**src/rtl/cp0_exc_ctrl.sv**
```systemverilog
// Coprocessor-0 exception/interrupt controller: synchronised IRQ lines with level/edge
// pending bits, STATUS/CAUSE/EPC registers, a 3-deep IE stack and a one-cycle take pulse.
module cp0_exc_ctrl #(
   parameter int                N_IRQ       = 4,
   parameter int                ADDR_W      = 32,
   parameter int                SYNC_STAGES = 2,
   parameter logic [N_IRQ-1:0]  EDGE_MODE   = '0,
   parameter logic [ADDR_W-1:0] VECTOR      = 32'h0000_0080
) (
   input  logic              clk,
   input  logic              rst,
   input  logic [N_IRQ-1:0]  irq,
   input  logic              wrongInst,
   input  logic [ADDR_W-1:0] pcEXEC,
   input  logic              validEXEC,
   input  logic              stall,
   input  logic              RFE,
   input  logic              MTC,
   input  logic              MFC,
   input  logic [4:0]        regSel,
   input  logic [31:0]       wdata,
   output logic [31:0]       rdata,
   output logic              takeExc,
   output logic [ADDR_W-1:0] excVector,
   output logic [ADDR_W-1:0] epc
);

   localparam logic [4:0] REG_STATUS = 5'd12;
   localparam logic [4:0] REG_CAUSE  = 5'd13;
   localparam logic [4:0] REG_EPC    = 5'd14;
   localparam logic [4:0] EXC_INT    = 5'd0;
   localparam logic [4:0] EXC_RI     = 5'd10;

   logic [N_IRQ-1:0]  sync_q [SYNC_STAGES];
   logic [N_IRQ-1:0]  sync_d [SYNC_STAGES];
   logic [N_IRQ-1:0]  hist_q, hist_d;
   logic [N_IRQ-1:0]  ip_q, ip_d;
   logic [N_IRQ-1:0]  im_q, im_d;
   logic [2:0]        ie_q, ie_d;
   logic [4:0]        exc_q, exc_d;
   logic [ADDR_W-1:0] epc_q, epc_d;
   logic              take_q, take_d;

   logic [N_IRQ-1:0]  s;
   logic [N_IRQ-1:0]  rise;
   logic [N_IRQ-1:0]  ip_clr;
   logic              commit;
   logic              int_req;
   logic              exc_req;
   logic              take;
   logic [31:0]       status_w;
   logic [31:0]       cause_w;

   assign s       = sync_q[SYNC_STAGES-1];
   assign rise    = s & ~hist_q;
   assign commit  = validEXEC & ~stall;
   assign int_req = (|(ip_q & im_q)) & ie_q[0] & commit;
   assign exc_req = wrongInst & commit;
   assign take    = exc_req | int_req;

   always_comb begin
      sync_d[0] = irq;
      for (int i = 1; i < SYNC_STAGES; i++) begin
         sync_d[i] = sync_q[i-1];
      end
      hist_d = s;
   end

   // Level lines mirror the synchroniser (one more register stage); edge lines latch until cleared.
   always_comb begin
      for (int i = 0; i < N_IRQ; i++) begin
         if (EDGE_MODE[i]) begin
            ip_d[i] = rise[i] | (ip_q[i] & ~ip_clr[i]);
         end else begin
            ip_d[i] = s[i];
         end
      end
   end

   always_comb begin
      ie_d   = ie_q;
      im_d   = im_q;
      exc_d  = exc_q;
      epc_d  = epc_q;
      ip_clr = '0;
      take_d = take;
      if (take) begin
         epc_d = pcEXEC;
         exc_d = exc_req ? EXC_RI : EXC_INT;
         ie_d  = {ie_q[1:0], 1'b0};
      end else if (commit && RFE) begin
         ie_d = {ie_q[2], ie_q[2], ie_q[1]};
      end else if (commit && MTC) begin
         case (regSel)
            REG_STATUS: begin
               ie_d = wdata[2:0];
               im_d = wdata[8 +: N_IRQ];
            end
            REG_CAUSE: ip_clr = wdata[8 +: N_IRQ] & EDGE_MODE;
            REG_EPC:   epc_d  = ADDR_W'(wdata);
            default:   ;
         endcase
      end
   end

   always_ff @(posedge clk) begin
      if (rst) begin
         for (int i = 0; i < SYNC_STAGES; i++) begin
            sync_q[i] <= '0;
         end
         hist_q <= '0;
         ip_q   <= '0;
         im_q   <= '0;
         ie_q   <= '0;
         exc_q  <= '0;
         epc_q  <= '0;
         take_q <= 1'b0;
      end else begin
         for (int i = 0; i < SYNC_STAGES; i++) begin
            sync_q[i] <= sync_d[i];
         end
         hist_q <= hist_d;
         ip_q   <= ip_d;
         im_q   <= im_d;
         ie_q   <= ie_d;
         exc_q  <= exc_d;
         epc_q  <= epc_d;
         take_q <= take_d;
      end
   end

   always_comb begin
      status_w               = '0;
      status_w[2:0]          = ie_q;
      status_w[8 +: N_IRQ]   = im_q;
      cause_w                = '0;
      cause_w[6:2]           = exc_q;
      cause_w[8 +: N_IRQ]    = ip_q;
      rdata                  = '0;
      if (MFC) begin
         case (regSel)
            REG_STATUS: rdata = status_w;
            REG_CAUSE:  rdata = cause_w;
            REG_EPC:    rdata = 32'(epc_q);
            default:    rdata = '0;
         endcase
      end
   end

   assign takeExc   = take_q;
   assign excVector = VECTOR;
   assign epc       = epc_q;

endmodule

```
**config.mk**
```make
export PLATFORM = sky130hd
export DESIGN_NAME = cp0_exc_ctrl
export DESIGN_NICKNAME = d
export VERILOG_FILES = /design/src/rtl/cp0_exc_ctrl.sv
export SDC_FILE = /design/constraint.sdc
export NUM_CORES = 1
export LEC_CHECK = 0
export CAP_MARGIN = 0
export CORE_ASPECT_RATIO = 0.6
export CORE_MARGIN = 2
export CORE_UTILIZATION = 40
export DETAILED_ROUTE_END_ITERATION = 8
export DONT_BUFFER_PORTS = 1
export GPL_TIMING_DRIVEN = 0
export PLACE_DENSITY = 0.52
export SLEW_MARGIN = 20
export SYNTH_ARGS = -nofsm -noshare
export SYNTH_HDL_FRONTEND = slang
export SYNTH_SLANG_ARGS = --single-unit
export TNS_END_PERCENT = 10
```
**constraint.sdc**
```tcl
create_clock -name clk -period 2.2 [get_ports clk]
set_input_delay 0.33 -clock clk [delete_from_list [all_inputs] [get_ports clk]]
set_output_delay 0.33 -clock clk [all_outputs]
set_load 0.02 [all_outputs]
```
==> summary.md, run 1 <==
| Metric | Value |
|---|---|
| Fraction of layout instances using a drive strength above 1 | `0.154` |
| Wire per inst | `17.7 um` |
| Worst Hold Path EP | `sync_q[0][1]` |
| PD cells | `641 mW/mm2` |
| FP Rows | `24` |
| Initial DRC count | `126` |
| Critical Path Sink Type | `output port` |
| Leak | `1.25 nW` |
| Synth Warn # | `0` |
| CP Data Required Time | `1.87 ns` |
| Clock Skew | `0.0154 ns` |
| CTS sink count | `53` |
| Reg2reg setup slack | `0.47 ns` |
| Filler instances | `735` |
| Total track usage | `0.212` |
| Clock Latency Late Sink | `0.30 ns` |
| Overall die height | `70.1 um` |
| GR Overflow Total | `0` |
| CP Class | `input port to output port` |
| Clock transition at the registers of the reported paths | `0.08 ns` |
| FMAX | `532 MHz` |
| Final WS setup | `0.321 ns` |
| Sequential element share of the synthesized area | `0.364` |
| Ys async rst share | `0` |
| DRT Pass-1 Iters | `4` |
| Post-synth top area share | `0.364` |
| Final count of negative-setup-slack endpoints | `0` |
| Worst Reg-to-Reg Cells | `5` |
| Initial antenna violation count | `0` |
| Cell Chain, Critical Path | `clkbuf_1 > nor2b_1 > nand2_1 > a21oi_1` |
| Tmin final | `1.88 ns` |
| Die width | `114 um` |
| Worst min-delay path class | `input port to register` |
| Measured slew at the worst slew-check pin | `0.670 ns` |
| Hold slack | `0.158 ns` |
| Syn Inst Count | `356` |
| Initial core utilization | `0.408` |
| Detailed-route DRC error count | `0` |
| Die area | `0.00801 mm2` |
| Synth Flop Type | `dfxtp_1` |
| Critical path arrival | `1.55 ns` |
| Worst Path Max Fanout | `10` |
| Post-synth cell types | `34` |
| Routed via count | `2560` |
| Post-Syn Area | `0.00292 mm2` |
| TritonCTS clock tree | `yes` |
| Clock root buffer | `clkbuf_16` |
| Crit start category | `input port` |
| DP HPWL | `6610 um` |
| Worst hold stages | `1` |
| Slowest-stage cell, CP | `a21oi_1` |
| Final hold vios | `0` |
| Avg Inst Size Synth | `8.19 um2` |
| CTS H-tree lvls | `2` |
| Core footprint | `0.00715 mm2` |
| Port Buffers | `0` |
| Vias/cell | `5.27` |
| Ant. Diodes | `0` |
| Register area | `0.00106 mm2` |
| Post-CTS Hold Buffers | `0` |
| Dpl ws | `-0.187 ns` |
| Largest net degree at the start of global routing | `19` |
| Most frequent cells after synthesis | `nand2_1 (69), dfxtp_1 (53), a21oi_1 (40)` |
| Max Cap Violations | `0` |
| Count leader, synth | `nand2_1` |
| Synth Register Bits | `53` |
| Status | `completed` |
| CTS Buffer Depth | `2` |
| First-pass GRT wire length | `13200 um` |
| P&R area growth vs syn | `13.4%` |
| CP peak stage delay | `0.39 ns` |
| Core Util, Final | `0.463` |
| Nets | `475` |
| Worst reg2reg path startpoint | `ip_q[2]` |
| Tcrit/Tclk final | `0.854` |
| EDFF count, synth | `0` |
| Vias in the first global route | `2364` |
| RSZ-0062 raised after global routing | `no` |
| DRT antenna net count | `0` |
| Final wirelength | `8580 um` |
| Reg-to-reg endpoint | `epc[22]` |
| Slew HR | `0.550` |
| I/O Pins | `178` |
| GP Congestion | `0.806` |
| Yosys top cell by area | `dfxtp_1` |
| Worst vdd ir | `0.342 mV` |
| Critical path startpoint | `regSel[0]` |
| Num CTS Buffers | `5` |
| Hold Startpoint | `irq[1]` |
| Area of the multi-input gates | `0.00158 mm2` |
| Slew Viols, Final | `0` |
| Largest cells by area after synthesis | `dfxtp_1 (36%), a311oi_1 (9.6%), nand2_1 (8.9%)` |
-- worst max-delay path by stage --
stage                           end  slack, ns  cells past startpoint
after CTS                  rdata[3]       0.32                      4
after floorplan           rdata[12]       0.48                      4
after detailed placement  rdata[14]      -0.19                      4
final                      rdata[5]       0.32                      4
after global routing       rdata[3]       0.15                      4
after global placement    rdata[14]      -0.16                      4
-- kinds of logic after synthesis --
family,Yosys count,share of synthesized area
muxes,12,0.0412
and+or+nand+nor,146,0.255
AOI/OAI and AO/OA,83,0.200
DFF,53,0.364
buffers and inverters,60,0.137
other,2,0.00257
-- timing repair --
| action | in CTS | in global routing |
|---|---|---|
| setup buffers | 1 | 0 |
| gates resized for setup | 2 | 0 |
| hold endpoints to repair | 0 | 0 |
| endpoints found under the setup margin | 20 | 0 |
-- cells in the final DEF, fill, tap and decap left out, types with 5 or more instances in the layout --
| cell | n |
|---|---|
| and2_1 | 23 |
| nor2b_1 | 14 |
| a21oi_1 | 40 |
| a311oi_1 | 32 |
| nor3_1 | 5 |
| clkbuf_1 | 12 |
| buf_6 | 6 |
| buf_2 | 8 |
| clkbuf_16 | 5 |
| dfxtp_1 | 53 |
| nor2_1 | 13 |
| nand2_1 | 69 |
| nand2b_1 | 9 |
| conb_1 | 32 |
| buf_4 | 33 |
| mux2i_1 | 12 |
-- metal layers --
layer,wire length [um],global-route usage
met1,4030,0.300
met2,3650,0.313
met3,852,0.0738
met4,50,0.0393
met5,0,0
-- report_power, final --
group,switching [mW],total (mW),internal (mW)
clock,0.379,0.808,0.429
combinational,0.139,0.234,0.0948
sequential,0.0742,1.08,1.00
-- layout make-up --
| cell class | instances | area share |
|---|---|---|
| Clock buffer | 5 | 0.0378 |
| Inverter | 2 | 0.00227 |
| Buffer | 58 | 0.119 |
| Timing Repair Buffer | 1 | 0.00227 |
| Multi-Input combinational cell | 273 | 0.476 |
| Sequential cell | 53 | 0.321 |
| Clock inverter | 3 | 0.00756 |
| Tap cell | 91 | 0.0344 |
-- critical path, delay by kind of cell --
family | cells | cell delay, ns
simple gates | 2 | 0.48
compound gates | 1 | 0.39
buf+inv | 1 | 0.35
-- sequential cells by signal, summed over array words and instances, names as in the netlist --
signal / flops
takeExc: 1
ie_q: 3
exc_q: 1
im_q: 4
sync_q: 8
ip_q: 4
epc: 32
-- through the flow --
stage / power [mW] / TNS (ns) / cells / cell area, um2
floorplan: 1.29 / 0 / 386 / 3030
global placement: 1.33 / -2.43 / 477 / 3140
detailed placement: 1.33 / -3.09 / 477 / 3140
CTS: 2.13 / 0 / 486 / 3310
global route: 2.21 / 0 / 486 / 3310
finish: 2.12 / 0 / 486 / 3310
Power figures use the tool's default switching activity.
==> run 2: changes to the inputs <==
MAX_ROUTING_LAYER = met4   (was default)
clock period = 2 ns   (was 2.2 ns; I/O delays follow)
==> run 2 against run 1 <==
  * Sequential cell count unchanged
  * Clock skew decreased by 0.0012 ns
  * Register-to-register slack got worse by 0.20 ns
  * Total power increased by 10%
  * Global-route usage increased by 0.58 points
  * Via count decreased by 0.20%
  * Count of clock-buffer cells in the layout unchanged
  * Largest cell class unchanged
  * Largest power group unchanged
==> summary.md, run 2 (synthesized netlist as in run 1, its figures left out) <==
| Metric | Value |
|---|---|
| Core Util, Final | `0.463 (unchanged)` |
| Critical Path Sink Type | `output port (unchanged)` |
| Met2 usage | `0.313 (unchanged)` |
| Vias in the first global route | `2368 (was 2364)` |
| Worst Hold Path EP | `sync_q[0][1] (unchanged)` |
| Num CTS Buffers | `5 (unchanged)` |
| Worst Reg-to-Reg Cells | `5 (unchanged)` |
| Post-CTS Hold Buffers | `0 (unchanged)` |
| FP Rows | `24 (unchanged)` |
| Initial antenna violation count | `0 (unchanged)` |
| Reg2reg setup slack | `0.27 ns (was 0.47 ns)` |
| FMAX | `552 MHz` |
| Total power | `2.33 mW (was 2.12 mW)` |
| Final hold vios | `0 (unchanged)` |
| Fraction of layout instances using a drive strength above 1 | `0.154 (unchanged)` |
| CTS Buffer Depth | `2 (unchanged)` |
| CP bufs+invs | `1 (unchanged)` |
| Max reg flops | `32 (unchanged)` |
| Worst vdd ir | `0.376 mV (was 0.342 mV)` |
| P&R area growth vs syn | `13.4% (unchanged)` |
| Clock Latency Late Sink | `0.30 ns (about the same)` |
| Largest net degree at the start of global routing | `19 (unchanged)` |
| Hold Startpoint | `irq[1] (unchanged)` |
| Detailed-route DRC error count | `0 (unchanged)` |
| CTS sink count | `53 (unchanged)` |
| Commonest non-fill, non-tap cell in the layout | `nand2_1 (unchanged)` |
| Placed cell area | `0.00314 mm2 (unchanged)` |
| Core footprint | `0.00715 mm2 (unchanged)` |
| CP peak stage delay | `0.39 ns (about the same)` |
| Die width | `114 um (unchanged)` |
| Initial DRC count | `124 (was 126)` |
| DRT Pass-1 Iters | `4 (unchanged)` |
| TritonCTS clock tree | `yes (unchanged)` |
| Family with the most delay on the worst path | `simple AND/OR/NAND/NOR gates (unchanged)` |
| Final count of negative-setup-slack endpoints | `0 (unchanged)` |
| Most frequent cells in the layout | `nand2_1 (69), dfxtp_1 (53), a21oi_1 (40), buf_4 (33) (unchanged)` |
| Port Buffers | `0 (unchanged)` |
| Critical path arrival | `1.51 ns (was 1.55 ns)` |
| First-pass GRT wire length | `13200 um (about the same)` |
| Final wirelength | `8580 um (about the same)` |
| DRT antenna net count | `0 (unchanged)` |
| Die area | `0.00801 mm2 (unchanged)` |
| Worst min-delay path class | `input port to register (unchanged)` |
| Slew HR | `0.550 (about the same)` |
| Leak | `1.25 nW (unchanged)` |
| Grt met1 use | `0.303 (was 0.300)` |
| Worst reg2reg path startpoint | `im_q[2] (was ip_q[2])` |
| Tcrit/Tclk final | `0.905` |
| Total track usage | `0.218 (was 0.212)` |
| Status | `completed (unchanged)` |
| Gr busiest metal | `met2 (unchanged)` |
| Tmin final | `1.81 ns` |
| Measured slew at the worst slew-check pin | `0.670 ns (about the same)` |
| Reg-to-reg endpoint | `epc[22] (unchanged)` |
| GR Overflow Total | `0 (unchanged)` |
| Clock Skew | `0.0142 ns (was 0.0154 ns)` |
| Slew Viols, Final | `0 (unchanged)` |
| Initial core utilization | `0.408 (unchanged)` |
| Worst hold stages | `1 (unchanged)` |
| Finished Cell Area | `0.00331 mm2 (unchanged)` |
| CTS H-tree lvls | `2 (unchanged)` |
| Clock transition at the registers of the reported paths | `0.08 ns (about the same)` |
| DP HPWL | `6610 um (unchanged)` |
| Worst Path Max Fanout | `10 (unchanged)` |
| I/O Pins | `178 (unchanged)` |
| Wire per inst | `17.6 um (was 17.7 um)` |
| Routed via count | `2555 (was 2560)` |
| RSZ-0062 raised after global routing | `no (unchanged)` |
| Critical path startpoint | `regSel[0] (unchanged)` |
| Crit start category | `input port (unchanged)` |
| Slowest-stage cell, CP | `a21oi_1 (unchanged)` |
| PD cells | `704 mW/mm2 (was 641 mW/mm2)` |
| Max Cap Violations | `0 (unchanged)` |
| Cell Chain, Critical Path | `clkbuf_1 > nor2b_1 > nand2_1 > a21oi_1 (unchanged)` |
| Nets | `475 (unchanged)` |
| CP Class | `input port to output port (unchanged)` |
| Ant. Diodes | `0 (unchanged)` |
| CP Data Required Time | `1.70 ns (was 1.87 ns)` |
| Overall die height | `70.1 um (unchanged)` |
| Met3 usage | `0.0668 (was 0.0738)` |
| Vias/cell | `5.26 (was 5.27)` |
| Clock root buffer | `clkbuf_16 (unchanged)` |
| GP Congestion | `0.818 (was 0.806)` |
-- run 2: worst max-delay path by stage --
stage,end,cells past startpoint
finish,rdata[5],4
global route,rdata[3],4
CTS,rdata[3],4
detailed placement,rdata[14],4
global placement,rdata[14],4
floorplan,rdata[12],4
-- run 2: per-layer routing --
metal | vias to the layer above | share of wire
li1 | 1255 | -
met1 | 1175 | 0.48
met2 | 120 | 0.42
met3 | 5 | 0.093
met4 | 0 | 0.0056
met5 | - | 0
-- run 2: timing repair --
item                                    4_1_cts  5_1_grt
buffers inserted                              1        0
gates resized for setup                       2        0
endpoints found under the setup margin       20        0
-- run 2: layout make-up --
type,instances,area [um2]
clock inverters,3,25.0
well taps,91,114
clock buffers,5,125
inverters,2,7.51
repair buffers,1,7.51
flip-flops and latches,53,1060
fillers,735,3840
multi-input cells,273,1580
plain buffers,58,393
-- run 2: where the power goes --
part           switching, mW  leakage [nW]  internal, mW
clock                  0.417        0.0704         0.472
sequential            0.0816         0.434          1.10
combinational          0.153         0.751         0.104
total                  0.652          1.25          1.68
-- run 2: metrics by stage --
step | hold slack [ns] | instances | TNS [ns] | setup slack [ns]
global placement | 0.419 | 477 | -5.23 | -0.296
finish | 0.132 | 486 | 0 | 0.190
global route | 0.134 | 486 | 0 | 0.0123
CTS | 0.130 | 486 | 0 | 0.184
detailed placement | 0.424 | 477 | -5.89 | -0.327
floorplan | 0.414 | 386 | 0 | 0.342
